==> config.mk <==
export PLATFORM = sky130hd
export DESIGN_NAME = regfile_mp
export DESIGN_NICKNAME = d
export VERILOG_FILES = /design/src/rtl/regfile_mp.sv
export SDC_FILE = /design/constraint.sdc
export NUM_CORES = 1
export LEC_CHECK = 0
export ABC_AREA = 1
export BUFFER_PORTS_ARGS = -buffer_cell sky130_fd_sc_hd__buf_2
export CORE_MARGIN = 2
export CORE_UTILIZATION = 63
export CTS_CLUSTER_SIZE = 8
export DETAILED_ROUTE_END_ITERATION = 10
export PLACE_DENSITY = 0.85
export SYNTH_ARGS = -nofsm -noshare
export SYNTH_HDL_FRONTEND = slang
export SYNTH_SLANG_ARGS = --single-unit
==> constraint.sdc <==
create_clock -name clk -period 2.4 [get_ports clk]
set_input_delay 0.36 -clock clk [delete_from_list [all_inputs] [get_ports clk]]
set_output_delay 0.36 -clock clk [all_outputs]
set_load 0.02 [all_outputs]
==> src/rtl/regfile_mp.sv <==
// regfile_mp: parametrised register file, NREG x WIDTH, top register is the PC.
// Two registered read ports, one write port, PC increment/load and a per-register
// busy scoreboard for decode stalls. Optional hardwired-zero R0 via R0_ZERO.
// Optional build macro: REGF_BYPASS_EN -- when defined, read ports return the
// addressed register's post-edge data and busy state (same-cycle write-then-read
// needs no stall); when undefined, read ports return the pre-edge state.
module regfile_mp #(
    parameter int WIDTH    = 16,
    parameter int NREG     = 8,
    parameter int PC_STEP  = 2,
    parameter int RESET_PC = 0,
    parameter int R0_ZERO  = 0,
    localparam int AW      = $clog2(NREG)
) (
    input  logic             clk,
    input  logic             rst,
    input  logic             w_en,
    input  logic [AW-1:0]    write_add,
    input  logic [WIDTH-1:0] write_data,
    input  logic             pc_inc,
    input  logic             pc_load,
    input  logic [WIDTH-1:0] pc_target,
    input  logic             lock_en,
    input  logic [AW-1:0]    lock_add,
    input  logic [AW-1:0]    RA_add,
    input  logic [AW-1:0]    RB_add,
    output logic [WIDTH-1:0] data_a,
    output logic [WIDTH-1:0] data_b,
    output logic             busy_a,
    output logic             busy_b,
    output logic [WIDTH-1:0] address,
    output logic             pc_wrap
);

    localparam int               PC_IDX   = NREG - 1;
    localparam logic [AW-1:0]    PC_ADDR  = AW'(NREG - 1);
    localparam logic [WIDTH-1:0] PC_RESET = WIDTH'(RESET_PC);
    localparam logic [WIDTH:0]   STEP_EXT = (WIDTH + 1)'(PC_STEP);
    localparam bit               ZERO_R0  = (R0_ZERO != 0);

    // Architectural state
    logic [WIDTH-1:0] r_regs [NREG];
    logic [NREG-1:0]  r_busy;
    logic [WIDTH-1:0] r_data_a;
    logic [WIDTH-1:0] r_data_b;
    logic             r_busy_a;
    logic             r_busy_b;
    logic             r_pc_wrap;

    // Next-state and read-path signals
    logic [WIDTH-1:0] w_regs_nxt [NREG];
    logic [NREG-1:0]  w_busy_nxt;
    logic [WIDTH-1:0] w_rd_regs [NREG];
    logic [NREG-1:0]  w_rd_busy;
    logic [WIDTH:0]   w_pc_sum;
    logic             w_pc_wrap_nxt;
    logic             w_gen_wr;
    logic             w_lock_ok;
    logic             w_ra_zero;
    logic             w_rb_zero;

    // Extra MSB catches the carry out of the PC increment.
    assign w_pc_sum = {1'b0, r_regs[PC_IDX]} + STEP_EXT;

    // General-register write: PC writes go through the PC priority chain, and a
    // hardwired R0 silently drops its writes.
    assign w_gen_wr = w_en && (write_add != PC_ADDR) && !(ZERO_R0 && (write_add == '0));

    // Locks on the PC or on a hardwired R0 can never be cleared by a producer, so drop them.
    assign w_lock_ok = lock_en && (lock_add != PC_ADDR) && !(ZERO_R0 && (lock_add == '0));

    assign w_ra_zero = ZERO_R0 && (RA_add == '0);
    assign w_rb_zero = ZERO_R0 && (RB_add == '0);

    // Register-file next state: general write plus PC priority write > load > increment.
    always_comb begin
        w_regs_nxt    = r_regs;
        w_pc_wrap_nxt = 1'b0;
        if (w_gen_wr) begin
            w_regs_nxt[write_add] = write_data;
        end
        if (w_en && (write_add == PC_ADDR)) begin
            w_regs_nxt[PC_IDX] = write_data;
        end else if (pc_load) begin
            w_regs_nxt[PC_IDX] = pc_target;
        end else if (pc_inc) begin
            w_regs_nxt[PC_IDX] = w_pc_sum[WIDTH-1:0];
            w_pc_wrap_nxt      = w_pc_sum[WIDTH];
        end
    end

    // Scoreboard next state: a write clears, a lock sets; lock applied last so the
    // new producer wins when both hit the same register.
    always_comb begin
        w_busy_nxt = r_busy;
        if (w_en) begin
            w_busy_nxt[write_add] = 1'b0;
        end
        if (w_lock_ok) begin
            w_busy_nxt[lock_add] = 1'b1;
        end
    end

`ifdef REGF_BYPASS_EN
    // Read ports see the state being written at this edge.
    assign w_rd_regs = w_regs_nxt;
    assign w_rd_busy = w_busy_nxt;
`else
    // Read ports see the state held before this edge.
    assign w_rd_regs = r_regs;
    assign w_rd_busy = r_busy;
`endif

    // State update: synchronous reset dominates every write, lock and PC change.
    always_ff @(posedge clk) begin
        if (rst) begin
            for (int i = 0; i < NREG; i++) begin
                r_regs[i] <= (i == PC_IDX) ? PC_RESET : '0;
            end
            r_busy    <= '0;
            r_data_a  <= '0;
            r_data_b  <= '0;
            r_busy_a  <= 1'b0;
            r_busy_b  <= 1'b0;
            r_pc_wrap <= 1'b0;
        end else begin
            r_regs    <= w_regs_nxt;
            r_busy    <= w_busy_nxt;
            r_data_a  <= w_ra_zero ? '0 : w_rd_regs[RA_add];
            r_data_b  <= w_rb_zero ? '0 : w_rd_regs[RB_add];
            r_busy_a  <= w_ra_zero ? 1'b0 : w_rd_busy[RA_add];
            r_busy_b  <= w_rb_zero ? 1'b0 : w_rd_busy[RB_add];
            r_pc_wrap <= w_pc_wrap_nxt;
        end
    end

    assign data_a  = r_data_a;
    assign data_b  = r_data_b;
    assign busy_a  = r_busy_a;
    assign busy_b  = r_busy_b;
    assign address = r_regs[PC_IDX];
    assign pc_wrap = r_pc_wrap;

endmodule

After elaboration in Yosys (flattened, before gate mapping)
Cells that the tools add are included.
{"block": "classes", "n_div": 0, "n_reduce_logical": 8, "addsub": 1, "n_shift": 0, "mux": 23, "mul": 0, "n_eq_ne": 3, "order_cmp": 10, "bitwise": 7}
{"operator": "two-way mux 16 bit", "count": 9}
{"operator": "bitwise mux 128 bit", "count": 1}
{"operator": "binary-select mux 16 bit (select 3 bit)", "count": 2}
{"operator": "demux 16 bit (select 3 bit)", "count": 1}
{"operator": "adder 16 x 2 -> 17 bit, second input constant", "count": 1}
{"operator": "< comparator 3 x 4 -> 1 bit, second input constant", "count": 4}
{"operator": "two-way mux 8 bit", "count": 2}
{"operator": ">= comparator 4 bit, second input constant", "count": 3}
{"operator": "NOT 3 -> 4 bit", "count": 3}
{"operator": "AND 8 bit", "count": 1}
{"operator": "NOT 8 bit", "count": 1}
{"operator": "OR 8 bit", "count": 1}
{"operator": "binary-select mux 1 bit (select 3 bit)", "count": 2}
{"operator": "demux 1 bit (select 3 bit)", "count": 2}
{"operator": ">= comparator 3 x 1 -> 1 bit, second input constant", "count": 2}
{"operator": "logical AND 1 bit", "count": 6}
{"operator": "!= test 3 bit, second input constant", "count": 2}
{"operator": "< comparator 4 x 1 -> 1 bit, second input constant", "count": 1}
{"operator": "two-way mux 1 bit", "count": 4}
{"operator": "nonzero test 4 bit", "count": 1}
{"operator": "OR reduction 4 bit", "count": 1}
{"operator": "== test 3 bit, second input constant", "count": 1}
{"operator": "NOT 1 bit", "count": 1}
{"block": "word_totals", "elab_cells": 66, "romBits": 0, "ff_bits": 171, "ramBits": 0, "memories": 0, "latch_bits": 0}

Logic depth before layout (Yosys ltp)
{"block": "logic_depth", "depth_word": 10, "ltp_mapped": 10, "mapped_depth_nobuf": 9}

Worst setup path before layout
Ideal clock, no wire load.
{"block": "synth_path", "path_kind": "register -> register", "start": "register r_regs, in the netlist address[1]", "end": "register r_regs, in the netlist address[11]", "arrival_time_ns": 1.298, "period_less_slack_ns": 1.417, "n_path_buf": 0, "t_required_ns": 2.281, "path_stages_with_launch": 9, "slack_ns": 0.983, "path_cell_list": "dfxtp_1 -> ha_1 -> nand3_1 -> nor2_2 -> nand2_1 -> o21ai_0 -> nand3_1 -> nand2_1 -> a21oi_1"}
{"block": "synth_via", "elab_chain_cells": 4}
{"element": "start: declaration", "line_no": "42", "text": "logic [WIDTH-1:0] r_regs [NREG];"}
{"element": "start signal: indexed assignment", "line_no": "118", "text": "r_regs[i] <= (i == PC_IDX) ? PC_RESET : '0;"}
{"element": "start signal: assignment", "line_no": "127", "text": "r_regs <= w_regs_nxt;"}
{"element": "adder 16 x 2 -> 17 bit", "line_no": "63", "text": "assign w_pc_sum = {1'b0, r_regs[PC_IDX]} + STEP_EXT;"}
{"element": "two-way mux 16 bit", "line_no": "86", "text": "end else if (pc_inc) begin"}
{"element": "two-way mux 16 bit", "line_no": "84", "text": "end else if (pc_load) begin"}
{"element": "two-way mux 16 bit", "line_no": "82", "text": "if (w_en && (write_add == PC_ADDR)) begin"}
No other way between the ends.
A chain may end at the register's enable or synchronous reset.

Worst setup path in the final report
Ends and elaborated chain as after synthesis.

==> flow_metrics.env <==
export IMPL_total_leakage_power_nw=3.86
export IMPL_fin_setup_tns_ps=0
export IMPL_grt_usage=0.357
export IMPL_timing_reg2reg_setup_slack_ps=710
export IMPL_timing_critical_path_fanout_max=8
export IMPL_clock_root_buffer="sky130_fd_sc_hd__clkbuf_16"
export IMPL_drv_max_cap_violation_count=0
export IMPL_global_route_wire_length_before_repair_microns=41500
export IMPL_tritoncts_num_sinks=171
export IMPL_status="completed"
export IMPL_netSwitchingFraction=0.280
export IMPL_path_depth=9
export IMPL_tritoncts="yes"
export IMPL_overflow=0
export IMPL_worst_hold_slack_ps=210
export IMPL_num_nets_final=1321
export IMPL_most_common_layout_cells="sky130_fd_sc_hd__o21ai_0, sky130_fd_sc_hd__a21oi_1, sky130_fd_sc_hd__dfxtp_1, sky130_fd_sc_hd__nor2_1, sky130_fd_sc_hd__buf_2"
export IMPL_hold_viol_final=0
export IMPL_die_width_microns=121
export IMPL_cp_start_kind="flip-flop"
export IMPL_postRouteAntennaNets=0
export IMPL_report_final_setup_viol=0
export IMPL_total_clock_buffers_created_by_cts=17
export IMPL_cpPeakStageDelay_ps=310
export IMPL_post_route_min_period_ps=1690
export IMPL_routed_wirelength_microns=26100
export IMPL_flow_area_growth_from_synthesis_pct=10.7
export IMPL_dr_pass1_iters=6
export IMPL_dominantRegCellSynth="sky130_fd_sc_hd__dfxtp_1"
export IMPL_ys_seq_area_frac=0.395
export IMPL_power_share_clock=0.413
export IMPL_crit_slowest_cell="sky130_fd_sc_hd__dfxtp_1"
export IMPL_die_area_sq_mm=0.0147
export IMPL_end_kind="flip-flop"
export IMPL_h_tree_depth=4
export IMPL_netlist_cell_type_count=33
export IMPL_grt_setup_unrepaired="no"
export IMPL_post_route_period_util=0.702
export IMPL_antenna_cells_inserted=0
export IMPL_post_cts_resized=0
export IMPL_critical_path_cell_chain="buf_4 -> ha_1 -> nand3_1 -> nor2_2 -> nand2_1 -> o21ai_0 -> nand3_1 -> nand2_1 -> a21oi_1"
export IMPL_cts_hold_fix_buffers=0
export IMPL_most_common_cell_after_layout_fill_and_taps_aside="sky130_fd_sc_hd__o21ai_0"
export IMPL_startpoint="address[1]"
export IMPL_pwr_density_cell_mw_per_mm2=715
export IMPL_detailed_place_hpwl_microns=17200
export IMPL_ffs_latches_synth=171
export IMPL_final_area_sq_mm=0.00959
export IMPL_placed_cells=1427
export IMPL_drcViolationCount=0
export IMPL_detail_route_vias_per_cell=6.27
export IMPL_reg2reg_depth=9
export IMPL_reg2reg_from="address[1]"
export IMPL_maximum_resistive_drop_on_vdd_mv=0.585
export IMPL_crit_required_ps=2720
export IMPL_async_flop_share=0
export IMPL_post_drt_wl_per_cell_microns=17.9
export IMPL_number_of_instances_in_the_synthesized_netlist=1242
export IMPL_insertion_delay_ps=430
export IMPL_synth_net_count=1293
export IMPL_power_switching_mw=1.92
export IMPL_core_region_area_sq_mm=0.0133
export IMPL_tightest_slew_ps=661
export IMPL_place_gp_congestion=0.962
export IMPL_internal_power_component_mw=4.94
export IMPL_initial_core_util=0.649
export IMPL_worst_path_arrival_time_ps=2010
export IMPL_pin_count=101
export IMPL_seq_power_share=0.449
export IMPL_critical_path_top_delay_family="simple AND/OR/NAND/NOR gates"
export IMPL_worstPathBufferInverterCount=1
export IMPL_fillers=1122
export IMPL_final_max_slew_violation_count=0
export IMPL_combinationalPowerShare=0.138
export IMPL_first_global_vias=8545
export IMPL_synthesis_yosys_warnings=0
export IMPL_min_path_type="in2reg"
export IMPL_report_power_total_mw=6.86
export IMPL_worst_r2r_endpoint="address[11]"
export IMPL_grt_antenna_before_repair=0
export IMPL_clk_transition_reported_paths_ps=70
export IMPL_relSlewSlack=0.559
export IMPL_critical_path_class="reg2reg"
export IMPL_mappedNetlistArea_sq_mm=0.00867
export IMPL_worst_skew_ps=8.94
export IMPL_route_vias_total=9150
export IMPL_max_freq_mhz=593
export IMPL_dpl_cell_area_sq_mm=0.00898
export IMPL_grt_max_degree=120
export IMPL_synth_edff_count=0
export IMPL_cts_repair_timing_setup_buffer_count=0
export IMPL_clock_tree_buffer_depth=2
export IMPL_chipHeight_microns=121
export IMPL_std_cell_rows=42
export IMPL_crit_path_to="address[11]"
export IMPL_layout_drive_gt1_share=0.142
export IMPL_drt_iter0_drc=1382
export IMPL_syn_area_cell_sq_um=6.98
export IMPL_final_cells=1459
export IMPL_buffer_ports_inserted=100
[layer usage]
| metal | track usage | up-vias | share of wire |
|---|---|---|---|
| met5 | 0 | - | 0 |
| met4 | 0.204 | 0 | 0.050 |
| met3 | 0.0597 | 103 | 0.079 |
| met2 | 0.585 | 546 | 0.48 |
| met1 | 0.443 | 4202 | 0.39 |
| li1 | - | 4299 | - |
[Yosys cell counts (9+ instances only)]
cell                       instances  area, sq um
sky130_fd_sc_hd__a21oi_1         173          866
sky130_fd_sc_hd__buf_4            25          188
sky130_fd_sc_hd__a31oi_1          34          213
sky130_fd_sc_hd__nor2_1          152          571
sky130_fd_sc_hd__inv_1            92          345
sky130_fd_sc_hd__o21ai_1          40          200
sky130_fd_sc_hd__o21ai_0         273         1370
sky130_fd_sc_hd__nand3_1          28          140
sky130_fd_sc_hd__nand4_1          11         68.8
sky130_fd_sc_hd__o211ai_1         35          263
sky130_fd_sc_hd__dfxtp_1         171         3420
sky130_fd_sc_hd__inv_2             9         33.8
sky130_fd_sc_hd__clkbuf_1         36          135
sky130_fd_sc_hd__nand2_1          80          300
sky130_fd_sc_hd__buf_2            42          210
[per-stage QoR]
stage                util  worst slack [ps]
floorplan               -               983
CTS                 0.719               771
finish              0.719               715
global placement    0.673               631
detailed placement  0.673               626
global route        0.719               586
[area by class of cell]
cell class	count	area [sq um]	share of cell area
tap	176	220	0.0230
inverter	103	388	0.0404
multi-input combinational	851	4210	0.439
sequential	171	3420	0.357
timing repair buffer	126	738	0.0770
clock buffer	18	439	0.0458
clock inverter	14	173	0.0180
[worst reg2reg max path, stage by stage, from the launching register on]
cell                      delay (ps)
sky130_fd_sc_hd__dfxtp_1         310
sky130_fd_sc_hd__buf_4           160
sky130_fd_sc_hd__ha_1            200
sky130_fd_sc_hd__nand3_1         180
sky130_fd_sc_hd__nor2_2          220
sky130_fd_sc_hd__nand2_1         120
sky130_fd_sc_hd__o21ai_0         160
sky130_fd_sc_hd__nand3_1          90
sky130_fd_sc_hd__nand2_1          70
sky130_fd_sc_hd__a21oi_1          50
[power by group through the flow]
stage,Clock [mW],Combinational (mW),Sequential [mW]
finish,2.83,0.944,3.08
floorplan,0,0.620,3.15
global route,2.94,1.04,3.09
global placement,0,0.898,3.13
CTS,2.83,0.927,3.07
detailed placement,0,0.918,3.14
[worst min path at each step]
stage,slack [ps],end,startpoint,cells past startpoint
2_1_floorplan,440,r_busy[7],r_busy[7],2
3_3_place_gp,460,r_busy[6],r_busy[6],2
3_5_place_dp,460,r_busy[3],r_busy[3],2
4_1_cts,210,r_busy[3],rst,2
5_1_grt,220,r_busy[3],rst,2
6_report,210,r_busy[1],rst,2
[kinds of logic (layout without fill, tap and decap cells)]
family / after synthesis / count (layout) / share of synthesized area
AOI/OAI and AO/OA: 560 / 560 / 0.340
xor gates and xnor gates: 1 / 1 / 0.00101
adders and majority gates: 1 / 1 / 0.00144
buffers and inverters: 220 / 261 / 0.119
DFF: 171 / 171 / 0.395
and+or+nand+nor: 289 / 289 / 0.143
[sequential cells by signal, indices dropped and copies added, names as in the netlist]
name     flops
busy_b       1
busy_a       1
r_busy       8
data_a      16
data_b      16
address     16
r_regs     112
pc_wrap      1
Note: power is estimated with default switching activity, not from simulation.
